`src/rtl/image_mem_responder_if.sv`:
```
`default_nettype none
// ============================================================================
// Module      : image_mem_responder_if
// Description : Command/data bundle between the read/write controller and the
//               image memory responder. cmd_err exists only when
//               MEM_RESPONDER_ERR_EN is defined.
// Revision    : 1.0 - initial release
// ============================================================================
interface image_mem_responder_if #(
    parameter int ADDR_W = 8,
    parameter int DATA_W = 8
);
    logic [1:0]        instruction;
    logic [ADDR_W-1:0] addr_r;
    logic [ADDR_W-1:0] addr_w;
    logic [DATA_W-1:0] data_w;
    logic [DATA_W-1:0] data_r;
    logic              busy;

`ifdef MEM_RESPONDER_ERR_EN
    logic              cmd_err;

    modport master (
        output instruction, addr_r, addr_w, data_w,
        input  data_r, busy, cmd_err
    );

    modport slave (
        input  instruction, addr_r, addr_w, data_w,
        output data_r, busy, cmd_err
    );
`else
    modport master (
        output instruction, addr_r, addr_w, data_w,
        input  data_r, busy
    );

    modport slave (
        input  instruction, addr_r, addr_w, data_w,
        output data_r, busy
    );
`endif
endinterface
`default_nettype wire

```
`src/rtl/image_mem_responder.sv`:
```
`default_nettype none
// ============================================================================
// Module      : image_mem_responder
// Description : Register-array image memory that serves one read or write per
//               controller command with a fixed busy window of ACCESS_LATENCY
//               cycles. Optional macro MEM_RESPONDER_ERR_EN adds the cmd_err
//               pulse for the illegal command.
// Revision    : 1.0 - initial release
// ============================================================================
module image_mem_responder #(
    parameter int ADDR_W         = 8,
    parameter int DATA_W         = 8,
    parameter int ACCESS_LATENCY = 2
) (
    input  wire                  clk,
    input  wire                  n_rst,
    image_mem_responder_if.slave bus
);

    localparam int         c_depth    = 2 ** ADDR_W;
    localparam logic [3:0] c_cnt_load = 4'(ACCESS_LATENCY - 1);

    localparam logic [1:0] c_st_idle       = 2'd0;
    localparam logic [1:0] c_st_read_wait  = 2'd1;
    localparam logic [1:0] c_st_write_wait = 2'd2;
    localparam logic [1:0] c_st_release    = 2'd3;

    localparam logic [1:0] c_ins_idle    = 2'b00;
    localparam logic [1:0] c_ins_read    = 2'b01;
    localparam logic [1:0] c_ins_write   = 2'b10;
    localparam logic [1:0] c_ins_illegal = 2'b11;

    logic [1:0]        r_state;
    logic [3:0]        r_cnt;
    logic              r_busy;
    logic [ADDR_W-1:0] r_addr;
    logic [DATA_W-1:0] r_wdata;
    logic [DATA_W-1:0] r_data_r;
    logic [DATA_W-1:0] r_mem [c_depth];

    logic [1:0]        w_state_nxt;
    logic [3:0]        w_cnt_nxt;
    logic              w_busy_nxt;
    logic              w_latch_rd;
    logic              w_latch_wr;
    logic              w_rd_done;
    logic              w_wr_en;

`ifdef MEM_RESPONDER_ERR_EN
    logic              r_cmd_err;
    logic              w_cmd_err_nxt;
`endif

    always_ff @(posedge clk or negedge n_rst) begin
        if (!n_rst) begin
            r_state <= c_st_idle;
            r_cnt   <= 4'd0;
            r_busy  <= 1'b0;
        end else begin
            r_state <= w_state_nxt;
            r_cnt   <= w_cnt_nxt;
            r_busy  <= w_busy_nxt;
        end
    end

    always_comb begin
        w_state_nxt = r_state;
        w_cnt_nxt   = r_cnt;
        w_busy_nxt  = r_busy;
        w_latch_rd  = 1'b0;
        w_latch_wr  = 1'b0;
        w_rd_done   = 1'b0;
        w_wr_en     = 1'b0;
`ifdef MEM_RESPONDER_ERR_EN
        w_cmd_err_nxt = 1'b0;
`endif
        case (r_state)
            c_st_idle: begin
                case (bus.instruction)
                    c_ins_read: begin
                        w_latch_rd  = 1'b1;
                        w_cnt_nxt   = c_cnt_load;
                        w_busy_nxt  = 1'b1;
                        w_state_nxt = c_st_read_wait;
                    end
                    c_ins_write: begin
                        w_latch_wr  = 1'b1;
                        w_cnt_nxt   = c_cnt_load;
                        w_busy_nxt  = 1'b1;
                        w_state_nxt = c_st_write_wait;
                    end
                    c_ins_illegal: begin
`ifdef MEM_RESPONDER_ERR_EN
                        w_cmd_err_nxt = 1'b1;
`endif
                    end
                    default: begin
                    end
                endcase
            end
            c_st_read_wait: begin
                if (r_cnt != 4'd0) begin
                    w_cnt_nxt = r_cnt - 4'd1;
                end else begin
                    w_rd_done   = 1'b1;
                    w_busy_nxt  = 1'b0;
                    w_state_nxt = c_st_release;
                end
            end
            c_st_write_wait: begin
                if (r_cnt != 4'd0) begin
                    w_cnt_nxt = r_cnt - 4'd1;
                end else begin
                    w_wr_en     = 1'b1;
                    w_busy_nxt  = 1'b0;
                    w_state_nxt = c_st_release;
                end
            end
            c_st_release: begin
                // A held start level must not trigger a second access.
                w_busy_nxt = 1'b0;
                if (bus.instruction == c_ins_idle) begin
                    w_state_nxt = c_st_idle;
                end
            end
            default: begin
                w_busy_nxt  = 1'b0;
                w_state_nxt = c_st_idle;
            end
        endcase
    end

    // Only values captured at acceptance are used; later input changes are ignored.
    always_ff @(posedge clk or negedge n_rst) begin
        if (!n_rst) begin
            r_addr  <= '0;
            r_wdata <= '0;
        end else if (w_latch_rd) begin
            r_addr  <= bus.addr_r;
        end else if (w_latch_wr) begin
            r_addr  <= bus.addr_w;
            r_wdata <= bus.data_w;
        end
    end

    always_ff @(posedge clk or negedge n_rst) begin
        if (!n_rst) begin
            for (int i = 0; i < c_depth; i++) begin
                r_mem[i] <= '0;
            end
        end else if (w_wr_en) begin
            r_mem[r_addr] <= r_wdata;
        end
    end

    always_ff @(posedge clk or negedge n_rst) begin
        if (!n_rst) begin
            r_data_r <= '0;
        end else if (w_rd_done) begin
            r_data_r <= r_mem[r_addr];
        end
    end

`ifdef MEM_RESPONDER_ERR_EN
    always_ff @(posedge clk or negedge n_rst) begin
        if (!n_rst) begin
            r_cmd_err <= 1'b0;
        end else begin
            r_cmd_err <= w_cmd_err_nxt;
        end
    end

    assign bus.cmd_err = r_cmd_err;
`endif

    assign bus.data_r = r_data_r;
    assign bus.busy   = r_busy;

endmodule
`default_nettype wire

```
`src/flat_wrapper.sv`:
```
// flat-port wrapper written by rule: the top's interface ports become plain ports
module image_mem_responder_flat 
#(
    parameter int ADDR_W         = 8,
    parameter int DATA_W         = 8,
    parameter int ACCESS_LATENCY = 2
)
  (clk, n_rst, bus_instruction, bus_addr_r, bus_addr_w, bus_data_w, bus_data_r, bus_busy);
  image_mem_responder_if #(.ADDR_W(ADDR_W), .DATA_W(DATA_W)) bus_i ();
  input  wire clk;
  input  wire n_rst;
  input wire logic [$bits(bus_i.instruction)-1:0] bus_instruction;
  input wire logic [$bits(bus_i.addr_r)-1:0] bus_addr_r;
  input wire logic [$bits(bus_i.addr_w)-1:0] bus_addr_w;
  input wire logic [$bits(bus_i.data_w)-1:0] bus_data_w;
  output wire logic [$bits(bus_i.data_r)-1:0] bus_data_r;
  output wire logic [$bits(bus_i.busy)-1:0] bus_busy;
  assign bus_i.instruction = bus_instruction;
  assign bus_i.addr_r = bus_addr_r;
  assign bus_i.addr_w = bus_addr_w;
  assign bus_i.data_w = bus_data_w;
  assign bus_data_r = bus_i.data_r;
  assign bus_busy = bus_i.busy;
  image_mem_responder #(.ADDR_W(ADDR_W), .DATA_W(DATA_W), .ACCESS_LATENCY(ACCESS_LATENCY)) u_core (.clk(clk), .n_rst(n_rst), .bus(bus_i));
endmodule
```
`config.mk`:
```
export PLATFORM = sky130hd
export DESIGN_NAME = image_mem_responder_flat
export DESIGN_NICKNAME = d
export VERILOG_FILES = /design/src/rtl/image_mem_responder_if.sv /design/src/rtl/image_mem_responder.sv /design/src/flat_wrapper.sv
export SDC_FILE = /design/constraint.sdc
export NUM_CORES = 2
export LEC_CHECK = 0
export CAP_MARGIN = 10
export CORE_MARGIN = 10
export CORE_UTILIZATION = 53
export CTS_BUF_LIST = sky130_fd_sc_hd__clkbuf_2 sky130_fd_sc_hd__clkbuf_4 sky130_fd_sc_hd__clkbuf_8
export DETAILED_ROUTE_END_ITERATION = 10
export GPL_TIMING_DRIVEN = 0
export PLACE_DENSITY = 0.71
export SYNTH_ARGS = -nofsm -noshare
export SYNTH_HDL_FRONTEND = slang
export SYNTH_SLANG_ARGS = --single-unit
```
`constraint.sdc`:
```
create_clock -name clk -period 2.59 [get_ports clk]
set_clock_uncertainty 0.15 [all_clocks]
set_input_delay 0.777 -clock clk [delete_from_list [all_inputs] [get_ports clk]]
set_output_delay 0.777 -clock clk [all_outputs]
set_load 0.02 [all_outputs]
```
==> run_results.csv <==
group,metric,value,unit
run_status,run_status,"finished with violations",
run_status,failing_checks,"negative hold slack, max-capacitance violations, max-slew violations, negative setup slack",
finish,area_delta_synth_final,21.2,%
finish,multiInputGateArea,0.0436,mm^2
sta,postLayoutSetupSlackWorst,-0.932,ns
finish,nFillCells,12700,
cts,tritoncts.num_buffers,360,
finish,sequential_cell_area,0.0520,mm^2
cts,cts_tree,"done",
drt,drt.antenna.violating_nets,0,
sta,timing.final.crit_share,136,%
drt,detail_route.wirelength,400,mm
floorplan,fp-row-count,155,
setup_path,critical_path_required,3.43,ns
sta,layout_min_cycle_time,3.52,ns
floorplan,core_region_area,0.179,mm^2
sta,finalHoldWorstSlack,-0.455,ns
sta,slew-limit-headroom,-1.25,%
setup_path,critPathMaxFanout,11,
global_routing,number_of_antenna_violations_at_the_first_check_in_global_routing,26,
floorplan,die-height,444,um
place,post-place-ws,-3.18,ns
floorplan,floorplan.die_area,0.197,mm^2
cts,clk_transition_reported_paths,0.07,ns
drt,wl_per_cell,42.1,um
place,port-buffer-count,36,
finish,layout.nets,6946,
sta,worst-slew-pin-transition,1.52,ns
power,power.static_leakage,55.4,nW
sta,final-setup-viol-count,2081,
sta,report.final.hold_viol_count,143,
finish,finish.utilization,64.6,%
synthesis,count_of_different_cell_masters_after_synthesis,67,
drt,first_iter_violations,8879,
cts,cts-root-buf,"sky130_fd_sc_hd__clkbuf_8",
synthesis,synthFlopType,"sky130_fd_sc_hd__dfrtp_1",
power,ir_worst_vdd,1.03,mV
global_routing,grt_pass1_wl,535,mm
floorplan,io_pins,37,
synthesis,netlist_area,0.0953,mm^2
floorplan,initial_core_util,53.3,%
sta,slew_viol_final,11,
synthesis,avgSynthCellArea,15.4,um^2
run,max_cap_viols,1,
synthesis,fraction_of_synthesis_flops_using_an_asynchronous_set_or_reset_pin,100,%
cts,h-tree-depth,5,
floorplan,dieWidth,444,um
cts,clock_insertion_delay_worst_skew,1.11,ns
sta,fmax,284,MHz
synthesis,synthesis.yosys.warnings,0,
cts,clkSinkCount,2079,
synthesis,synth-edff-count,0,
power,cellPowerDensity,1000,mW/mm^2
global_routing,grt_pass1_vias,65800,
synthesis,synthCells,6178,
synthesis,fraction_of_the_yosys_area_taken_by_sequential_cells,54.6,%
hold_path,hold_path.class,"primary input to async pin",
drt,route.vias.total,66700,
setup_path,r2r_start,"u_core.r_addr[0]",
power,design_power_total,116,mW
setup_path,worst_ep_arrival_time,4.36,ns
global_routing,grt.total_usage,39.4,%
setup_path,cp-start-kind,"flop",
sta,grt_setup_unrepaired,"true",
cts,max-clock-path-buffers,4,
drt,drt_drc_violations_left,0,
place,place.detailed.hpwl,264,mm
synthesis,postSynthNetCount,6216,
sta,setup_tns,-936.50,ns
setup_path,reg2reg_depth,11,
setup_path,critical_path.startpoint,"u_core.r_addr[0]",
setup_path,end_kind,"flop",
place,gp_congestion,1.03,
drt,dr.pass1.iters,9,
finish,drive_above_1_share,55.6,%
global_routing,overflow,0,
synthesis,synthesized_flop_and_latch_total,2079,
drt,viasPerCell,7.01,
setup_path,worst-setup-path-type,"flop to flop",
global_routing,grt_max_degree,189,
## cell usage after synthesis, types with 49 or more instances
library cell | instances | area share (%)
sky130_fd_sc_hd__clkbuf_1 | 302 | 1.2
sky130_fd_sc_hd__buf_4 | 49 | 0.39
sky130_fd_sc_hd__o22ai_1 | 49 | 0.32
sky130_fd_sc_hd__mux2_1 | 183 | 2.2
sky130_fd_sc_hd__a22oi_1 | 63 | 0.50
sky130_fd_sc_hd__nand2_2 | 59 | 0.39
sky130_fd_sc_hd__nand2_1 | 220 | 0.87
sky130_fd_sc_hd__mux4_2 | 458 | 11
sky130_fd_sc_hd__nor2_1 | 73 | 0.29
sky130_fd_sc_hd__buf_2 | 68 | 0.36
sky130_fd_sc_hd__dfrtp_1 | 2079 | 55
sky130_fd_sc_hd__mux2_2 | 1886 | 22
sky130_fd_sc_hd__mux2i_1 | 199 | 2.1
## registers in the layout, summed over array words and instances (netlist names)
name and flops:
u_core.r_cnt 4, u_core.r_wdata 8, u_core.r_mem 2048, u_core.r_addr 8
u_core.bus.busy 1, u_core.r_state 2, u_core.bus.data_r 8
## metrics by stage
step | instances | area [um^2] | hold slack, ns
after floorplan | 6178 | 95400 | 0.307
after global placement | 8569 | 98800 | 0.318
after detailed placement | 8604 | 99500 | 0.326
after CTS | 9402 | 113000 | -0.443
after global routing | 9503 | 115000 | -0.407
final | 9520 | 115000 | -0.455
## final cells by class
cell class	count	share of cell area, %
Tap cell	2355	2.55
Buffer	458	3.96
Inverter	9	0.0325
Sequential cell	2079	45.1
Timing Repair Buffer	382	4.24
Multi-Input combinational cell	3618	37.8
Antenna cell	21	0.0455
Clock buffer	570	6.15
Clock inverter	28	0.161
## path summary, 6_finish.rpt
path,slack [ns],to
setup reg to reg,-0.93,u_core.bus.data_r[6]
hold reg to reg,0.34,u_core.r_mem[543]
setup / recovery,-0.93,u_core.bus.data_r[6]
max in group asynchronous,0.36,u_core.r_mem[280]
min in group clk,0.15,u_core.r_wdata[4]
hold / removal,-0.45,u_core.r_mem[1400]
## timing repair
action / 4_1_cts / 5_1_grt
endpoints found under the hold margin: 143 / 143
pin swaps: 75 / 42
setup endpoints to repair: 2746 / 2763
gates cloned: 8 / 10
buffers inserted: 206 / 87
gates resized for setup: 999 / 209
## power by group
group / internal (mW) / switching (mW) / total, mW
combinational: 15.3 / 33.7 / 48.9
sequential: 34.3 / 1.30 / 35.6
clock: 17.3 / 13.9 / 31.2
## worst max-delay path, cell delays in order (launching register included)
cell	delay, ns
sky130_fd_sc_hd__dfrtp_1	0.42
sky130_fd_sc_hd__buf_12	0.21
sky130_fd_sc_hd__buf_16	0.15
sky130_fd_sc_hd__buf_16	0.21
sky130_fd_sc_hd__buf_16	0.23
sky130_fd_sc_hd__buf_12	0.26
sky130_fd_sc_hd__mux2i_1	0.31
sky130_fd_sc_hd__a211oi_1	0.21
sky130_fd_sc_hd__a22oi_2	0.31
sky130_fd_sc_hd__a41oi_4	0.21
sky130_fd_sc_hd__a221oi_4	0.56
sky130_fd_sc_hd__o21ai_1	0.10
## metal layers
| metal | wire, um | share of wire, % | vias to the layer above | GRT usage, % |
|---|---|---|---|---|
| met3 | 54600 | 14 | 1653 | 17.2 |
| met1 | 141000 | 35 | 35300 | 48.2 |
| met5 | 425 | 0.11 | - | 1.22 |
| li1 | - | - | 24700 | - |
| met4 | 39800 | 9.9 | 24 | 30.3 |
| met2 | 164000 | 41 | 4998 | 54.5 |
## cell families after synthesis
group	after synthesis	share of synthesized area, %
AND/OR/NAND/NOR	535	2.80
multiplexers	2728	37.4
flip-flops	2079	54.6
buffers and inverters	481	2.43
adder cells (fa/ha/maj)	10	0.131
AO/OA/AOI/OAI	345	2.61
## cells in the final DEF, fill, tap and decap left out, types with 41 or more instances in the layout
cell | netlist | final
sky130_fd_sc_hd__dfrtp_1 | 2079 | 2072
sky130_fd_sc_hd__mux2_2 | 1886 | 1870
sky130_fd_sc_hd__clkbuf_8 | 0 | 463
sky130_fd_sc_hd__mux4_2 | 458 | 458
sky130_fd_sc_hd__clkbuf_1 | 302 | 229
sky130_fd_sc_hd__buf_4 | 49 | 199
sky130_fd_sc_hd__mux2_1 | 183 | 180
sky130_fd_sc_hd__mux2i_1 | 199 | 157
sky130_fd_sc_hd__clkbuf_4 | 0 | 139
sky130_fd_sc_hd__nand2_2 | 59 | 135
sky130_fd_sc_hd__buf_12 | 0 | 126
sky130_fd_sc_hd__buf_16 | 0 | 76
sky130_fd_sc_hd__nand2_1 | 220 | 68
sky130_fd_sc_hd__buf_6 | 30 | 53
sky130_fd_sc_hd__a22oi_1 | 63 | 52
sky130_fd_sc_hd__nor2_4 | 0 | 50
sky130_fd_sc_hd__nor2_1 | 73 | 45
sky130_fd_sc_hd__nand2_8 | 0 | 44
sky130_fd_sc_hd__o22ai_1 | 49 | 44
sky130_fd_sc_hd__buf_8 | 1 | 41
Power figures use the tool's default switching activity.
